$ cat src/rtl/ula_writeback.sv
// ULA result/writeback stage: 2-entry skid FIFO to the register-file write port,
// architectural {N,Z,C,V} flag register and committed-write counter.
// Optional: define ULA_STICKY_FLAGS_EN to make C and V sticky until flag_clear/reset.
module ula_writeback #(
  parameter int DATA_W     = 32,
  parameter int REG_ADDR_W = 5,
  parameter int CNT_W      = 16
) (
  input  logic                  clock,
  input  logic                  reset_n,
  input  logic                  in_valid,
  output logic                  in_ready,
  input  logic [DATA_W-1:0]     in_result,
  input  logic [REG_ADDR_W-1:0] in_rd,
  input  logic                  in_wen,
  input  logic                  in_setflags,
  input  logic                  in_zero,
  input  logic                  in_carry,
  input  logic                  in_overflow,
  output logic                  wb_valid,
  input  logic                  wb_ready,
  output logic [DATA_W-1:0]     wb_data,
  output logic [REG_ADDR_W-1:0] wb_addr,
  output logic                  wb_en,
  output logic [3:0]            flags,
  input  logic                  flag_clear,
  output logic [CNT_W-1:0]      wb_count
);

  logic [DATA_W-1:0]     mem_data [2];
  logic [REG_ADDR_W-1:0] mem_addr [2];
  logic                  mem_en   [2];
  logic                  wr_ptr;
  logic                  rd_ptr;
  logic [1:0]            count;
  logic [1:0]            count_nxt;
  logic                  push;
  logic                  pop;

  // in_ready depends on registered occupancy only, so there is no
  // combinational path from wb_ready back to the ULA.
  assign in_ready = (count != 2'd2);
  assign wb_valid = (count != 2'd0);
  assign push     = in_valid && in_ready;
  assign pop      = wb_valid && wb_ready;

  assign wb_data = mem_data[rd_ptr];
  assign wb_addr = mem_addr[rd_ptr];
  assign wb_en   = wb_valid && mem_en[rd_ptr];

  // NOTE: every variable written in always_comb gets a default first, so no latch is inferred.
  always_comb begin
    count_nxt = count;
    unique case ({push, pop})
      2'b10:   count_nxt = count + 2'd1;
      2'b01:   count_nxt = count - 2'd1;
      default: count_nxt = count;
    endcase
  end

  // NOTE: sequential state uses non-blocking assignments only, so every register samples pre-edge values.
  always_ff @(posedge clock or negedge reset_n) begin
    if (!reset_n) begin
      count  <= 2'd0;
      wr_ptr <= 1'b0;
      rd_ptr <= 1'b0;
    end else begin
      count <= count_nxt;
      if (push) wr_ptr <= ~wr_ptr;
      if (pop)  rd_ptr <= ~rd_ptr;
    end
  end

  // NOTE: the two storage entries are reset because the head drives wb_data/wb_addr, which must read 0 out of reset.
  always_ff @(posedge clock or negedge reset_n) begin
    if (!reset_n) begin
      for (int i = 0; i < 2; i++) begin
        mem_data[i] <= '0;
        mem_addr[i] <= '0;
        mem_en[i]   <= 1'b0;
      end
    end else if (push) begin
      mem_data[wr_ptr] <= in_result;
      mem_addr[wr_ptr] <= in_rd;
      // r0 writes still occupy a slot but never assert the write enable.
      mem_en[wr_ptr]   <= in_wen && (in_rd != '0);
    end
  end

  always_ff @(posedge clock or negedge reset_n) begin
    if (!reset_n) begin
      flags <= 4'b0000;
    end else if (flag_clear) begin
      flags <= 4'b0000;
    end else if (push && in_setflags) begin
`ifdef ULA_STICKY_FLAGS_EN
      flags <= {in_result[DATA_W-1], in_zero, flags[1] | in_carry, flags[0] | in_overflow};
`else
      flags <= {in_result[DATA_W-1], in_zero, in_carry, in_overflow};
`endif
    end
  end

  always_ff @(posedge clock or negedge reset_n) begin
    if (!reset_n) begin
      wb_count <= '0;
    end else if (pop && wb_en) begin
      wb_count <= wb_count + CNT_W'(1);
    end
  end

endmodule
$ cat config.mk
export PLATFORM = sky130hd
export DESIGN_NAME = ula_writeback
export DESIGN_NICKNAME = d
export VERILOG_FILES = /design/src/rtl/ula_writeback.sv
export SDC_FILE = /design/constraint.sdc
export NUM_CORES = 1
export LEC_CHECK = 0
export ABC_AREA = 1
export ABC_CLOCK_PERIOD_IN_PS = 2300
export BUFFER_PORTS_ARGS = -buffer_cell sky130_fd_sc_hd__clkbuf_2
export CAP_MARGIN = 20
export CORE_MARGIN = 3
export CORE_UTILIZATION = 50
export CTS_BUF_LIST = sky130_fd_sc_hd__clkbuf_16
export CTS_CLUSTER_SIZE = 12
export DETAILED_ROUTE_END_ITERATION = 10
export MAX_ROUTING_LAYER = met4
export PLACE_DENSITY = 0.78
export SETUP_SLACK_MARGIN = 0.05
export SYNTH_ARGS = -nofsm -noshare
export SYNTH_HDL_FRONTEND = slang
export SYNTH_SLANG_ARGS = --single-unit
export TNS_END_PERCENT = 100
$ cat constraint.sdc
create_clock -name clock -period 2.3 [get_ports clock]
set_clock_uncertainty 0.05 [all_clocks]
set_input_delay 0.23 -clock clock [delete_from_list [all_inputs] [get_ports clock]]
set_output_delay 0.23 -clock clock [all_outputs]
set_load 0.03 [all_outputs]
* Word level (Yosys, flattened, before mapping)
Cells that the tools add are included.
Storage, ports and cells: output and inout port bits 60, logic and storage cells 56, bits of input ports 47, bits in registers 100
Cells by class: $add $sub $neg 3, mux-type cells 21, reduce and logical (&&, ||, !) cells 11, equality and inequality tests 3, bitwise gates (word level) 4, $lt $le $gt $ge 3
Operator list (count):
- 32-bit two-way mux | 4
- 64-bit bitwise mux | 1
- 32-bit demux with 1-bit select | 1
- 5-bit two-way mux | 4
- 16-bit by 1-bit adder with 16-bit output (second input constant) | 1
- 10-bit bitwise mux | 1
- 4-bit two-way mux | 2
- 1-bit logical AND | 7
- 2-bit nonzero test | 3
- 5-bit demux with 1-bit select | 1
- 5-bit nonzero test | 1
- 2-bit greater-or-equal comparator (second input constant) | 2
- 1-bit two-way mux | 4
- 1-bit NOT with 2-bit output | 2
- 2-bit case mux with 2 select lines | 1
- 2-bit by 1-bit adder with 2-bit output (second input constant) | 1
- 2-bit bitwise mux | 1
- 2-bit by 1-bit equality test with 1-bit output (second input constant) | 1
- 2-bit equality test (second input constant) | 1
- 2-bit by 1-bit < comparator with 1-bit output (second input constant) | 1
- 2-bit != test (second input constant) | 1
- 1-bit NOT | 2
- 2-bit by 1-bit subtractor with 2-bit output (second input constant) | 1
- 1-bit demux with 1-bit select | 1

* Depth between registers and ports, before layout
depth in word-level cells 6, gate-level depth with buffers 9, mapped depth without buffers 8

* Least setup slack after synthesis
OpenSTA, ideal clock, no wires.
path kind register to register, from reg count[0], to reg count[1], arrival time 1578 ps, path buffers 2, required time 2119 ps, stages on the path, launching flop included 10, period minus slack after synthesis 1759 ps, path slack 541 ps, setup time 131 ps, cell sequence dfrtp_1 inv_2 nand2_4 nand2_4 buf_2 buf_6 ha_1 a21oi_1 o21ai_0 xor2_1
Between the ends: word-level cells in the longest chain between the ends 4, elaborated cells between the ends (all ways) 10, those cells by class add/sub (2); eq/ne (3); mux (1); reduce/logical (4)
Ends and longest elaborated chain:
- start: declaration | RTL line 35 | logic [1:0] count;
- start signal: assignment | RTL line 68 | count <= count_nxt;
- 2-bit != test * | RTL line 42 | assign in_ready = (count != 2'd2);
- net in_ready | RTL line 12 | output logic in_ready,
- 1-bit logical AND * | RTL line 44 | assign push = in_valid && in_ready;
- 2-bit by 1-bit equality test with 1-bit output / 2-bit equality test (equally long branches) | RTL line 54 | unique case ({push, pop})
- 2-bit case mux with 2 select lines / 2-bit nonzero test (equally long branches)
Mark *: on every way through the listed nets, which the timed path passes. The rest lies on a longest branch. A chain may end at the register's enable or synchronous reset.

* Final worst setup path
from reg rd_ptr, to out wb_addr[4]
Between the ends: word-level cells in the longest chain between the ends 4
Ends and longest elaborated chain:
- start: declaration | RTL line 34 | logic rd_ptr;
- start signal: assignment | RTL line 70 | if (pop) rd_ptr <= ~rd_ptr;
- 1-bit NOT with 2-bit output (not written as such) | RTL line 48 | assign wb_addr = mem_addr[rd_ptr];
- 5-bit two-way mux (not written as such) (3 in series) | RTL line 48
- end: declaration | RTL line 23 | output logic [REG_ADDR_W-1:0] wb_addr,
No other way between the ends. The select of a mux whose other input is x is not followed.

==> impl_metrics.py <==
metrics = {
    "synth": {
        "yosysWarnings": 0,
        "synth_area_per_cell_um2": 8.28,
        "synthCells": 564,
        "synth_seq_cells": 100,
        "synth.yosys.seq_area_share_pct": 53.6,
        "syn_nets": 613,
        "netlist_area_um2": 4670,
        "synth_cell_types": 26,
    },
    "timing": {
        "tns_ns": 0,
        "drv_slew": 0,
        "fin_crit_sh_pct": 86.5,
        "worst_slew_pin_slew_ns": 0.650,
        "final.min_clock_period_ns": 1.99,
        "rsz0062_at_grt": "no",
        "hold_viol_final": 0,
        "hold_ws_ns": 0.0708,
        "setup_viol": 0,
        "max_freq_mhz": 503,
        "slew_headroom_pct": 56.7,
    },
    "power_and_ir_drop": {
        "power.switching_mw": 3.65,
        "power.internal_mw": 4.25,
        "netSwitchingFraction_pct": 46.2,
        "clkPwrFrac_pct": 16.7,
        "powerDensity_nw_per_um2": 1430,
        "ir_drop_v": 0.000757,
        "power_frac_seq_pct": 36.3,
        "leakagePower_nw": 2.89,
        "pwr-share-comb_pct": 47.0,
    },
    "worst_setup_path": {
        "r2r_end": "mem_addr[8]",
        "rrSetupSlack_ns": 0.61,
        "cp-end-kind": "output pin",
        "crit_type": "reg2out",
        "r2r_cells": 7,
        "worstPathArrival_ns": 1.71,
        "critPathLaunchType": "flip-flop",
        "worstReg2RegStart": "count[0]",
        "cp_max_fo": 54,
        "worst_ep_required_time_ns": 2.02,
    },
    "clock_network": {
        "clk_pin_slew_ns": 0.06,
        "cts-root-to-sink-buffers": 2,
        "cts_tree": "yes",
        "cts_root_buffer": "clkbuf_16",
        "clock_sinks": 100,
        "clk_latency_ns": 0.33,
        "h-tree-depth": 3,
        "cts_buffers": 9,
        "post-cts-setup-buffers": 0,
    },
    "floorplanning": {
        "io_pins": 107,
        "coreArea_um2": 8890,
        "start_util_pct": 52.5,
        "die_x_um": 103,
        "rows": 34,
        "die_area_um2": 10500,
        "die_y_um": 103,
    },
    "final_layout": {
        "fillCellCount": 788,
        "stdcell_area_um2": 5510,
        "n_antenna_cell": 0,
        "fin_nets": 708,
        "layout-drive-gt1-share_pct": 21.7,
        "areaGrowthSynthToFinish_pct": 18.1,
    },
    "flow_run": {
        "drv_cap": 0,
    },
    "global_route": {
        "grt_pass1_vias": 3817,
        "antenna_found_initial": 0,
        "track_usage_pct": 20.8,
        "grt_start_max_net_pins": 63,
        "overflow": 0,
        "grt_pass1_wl_um": 17100,
    },
    "place": {
        "place_area_um2": 5240,
        "place_hpwl_um": 7000,
        "io_buffers": 106,
        "globalplace.congestion": 0.791,
    },
    "detailed_routing": {
        "ant_nets": 0,
        "drt_wl_total_um": 10200,
        "viasPerCell": 5.04,
        "drc": 0,
        "drt_iter0_drc": 160,
        "drtPass1Iterations": 4,
        "wire_per_inst_um": 13.2,
        "num_vias": 3890,
    },
    "worst_hold_path": {
        "min_path_cells": 3,
        "hp-start": "in_result[29]",
        "hold_path_class": "in2reg",
        "hold_end": "mem_data[29]",
    },
    "outcome": {
        "status": "complete, no violations",
    },
}
==> per-stage QoR <==
step	power [mW]	worst slack (ns)	util, %	instances
after CTS	7.99	0.308	62.0	772
final	7.89	0.310	62.0	772
after global placement	6.50	0.659	59.0	755
after floorplan	5.62	0.541	-	564
after detailed placement	6.63	0.609	59.0	755
after global routing	8.50	0.193	62.0	772
==> layout by cell type, fill, tap and decap left out, drive strengths merged, types with 2 or more instances in the layout <==
cell type / n
buf: 7
ha: 2
o21ai: 114
inv: 56
clkbuf: 114
dfrtp: 100
clkinv: 5
xor2: 10
nand3b: 4
nand2: 207
nand3: 15
xnor2: 2
nand4: 3
nor2: 20
==> kinds of logic after synthesis <==
group	share of synthesized area, %
and+or+nand+nor	22.6
AOI/OAI and AO/OA	12.5
DFF	53.6
buffers and inverters	8.50
xor gates and xnor gates	2.25
adders and majority gates	0.536
==> critical path: stages (launching register included) <==
cell and delay (ns):
dfrtp_2 0.63, buf_12 0.29, nand2_1 0.07, o21ai_0 0.12
clkbuf_2 0.26
==> area by class of cell <==
cell class | instances | area (um^2) | area share [%]
flip-flops and latches | 100 | 2500 | 45.4
multi-input cells | 380 | 1770 | 32.1
repair buffers | 113 | 638 | 11.6
clock buffers | 9 | 225 | 4.08
inverters | 55 | 206 | 3.74
well taps | 108 | 135 | 2.45
clock inverters | 7 | 36.3 | 0.658
==> worst max-delay path by stage <==
stage	from	to	slack, ns	cells past startpoint
after floorplan	count[0]	count[1]	0.54	9
after global placement	count[1]	count[1]	0.66	8
after detailed placement	count[1]	count[1]	0.61	8
after CTS	rd_ptr	wb_addr[4]	0.31	4
after global routing	rd_ptr	wb_addr[4]	0.19	4
final	rd_ptr	wb_addr[4]	0.31	4
==> sequential cells by signal (all words and copies together), names as in the netlist <==
register	count
wb_count	16
count	2
mem_data	64
mem_addr	10
flags	4
mem_en	2
rd_ptr	1
wr_ptr	1
==> repair_timing <==
action / 4_1_cts / 5_1_grt
endpoints found under the hold margin: 48 / 0
resized for setup: 0 / 0
hold buffers: 1 / 0
==> power by group through the flow <==
stage / combinational (mW) / clock [mW] / sequential, mW
after floorplan: 2.78 / 0 / 2.84
after global placement: 3.64 / 0 / 2.86
after detailed placement: 3.73 / 0 / 2.90
after CTS: 3.75 / 1.37 / 2.87
after global routing: 4.10 / 1.45 / 2.95
final: 3.71 / 1.32 / 2.87
==> cell usage after synthesis <==
master / instances / share of area, %
nand2_1: 202 / 16
dfrtp_1: 100 / 54
o21ai_0: 93 / 10
inv_1: 51 / 4.1
o21ai_1: 21 / 2.3
nand3_1: 14 / 1.5
clkbuf_1: 13 / 1.0
nor2_1: 10 / 0.80
xor2_1: 10 / 1.9
buf_6: 9 / 2.2
nor2_2: 7 / 0.94
buf_2: 5 / 0.54
nand3b_1: 4 / 0.64
inv_2: 3 / 0.24
nand2_2: 3 / 0.40
nand4_1: 3 / 0.40
nor2_4: 3 / 0.72
buf_4: 2 / 0.32
ha_1: 2 / 0.54
nand2_4: 2 / 0.48
xnor2_1: 2 / 0.38
a21oi_1: 1 / 0.11
clkinv_1: 1 / 0.080
nand3_4: 1 / 0.38
nor3_1: 1 / 0.11
o21a_1: 1 / 0.16
==> metal layers <==
layer / track usage (%) / part of all wire [%]
met3: 3.86 / 2.9
met2: 35.6 / 51
met4: 4.24 / 0.39
met1: 25.8 / 45
met5: - / 0
Note: power is estimated with default switching activity, not from simulation.
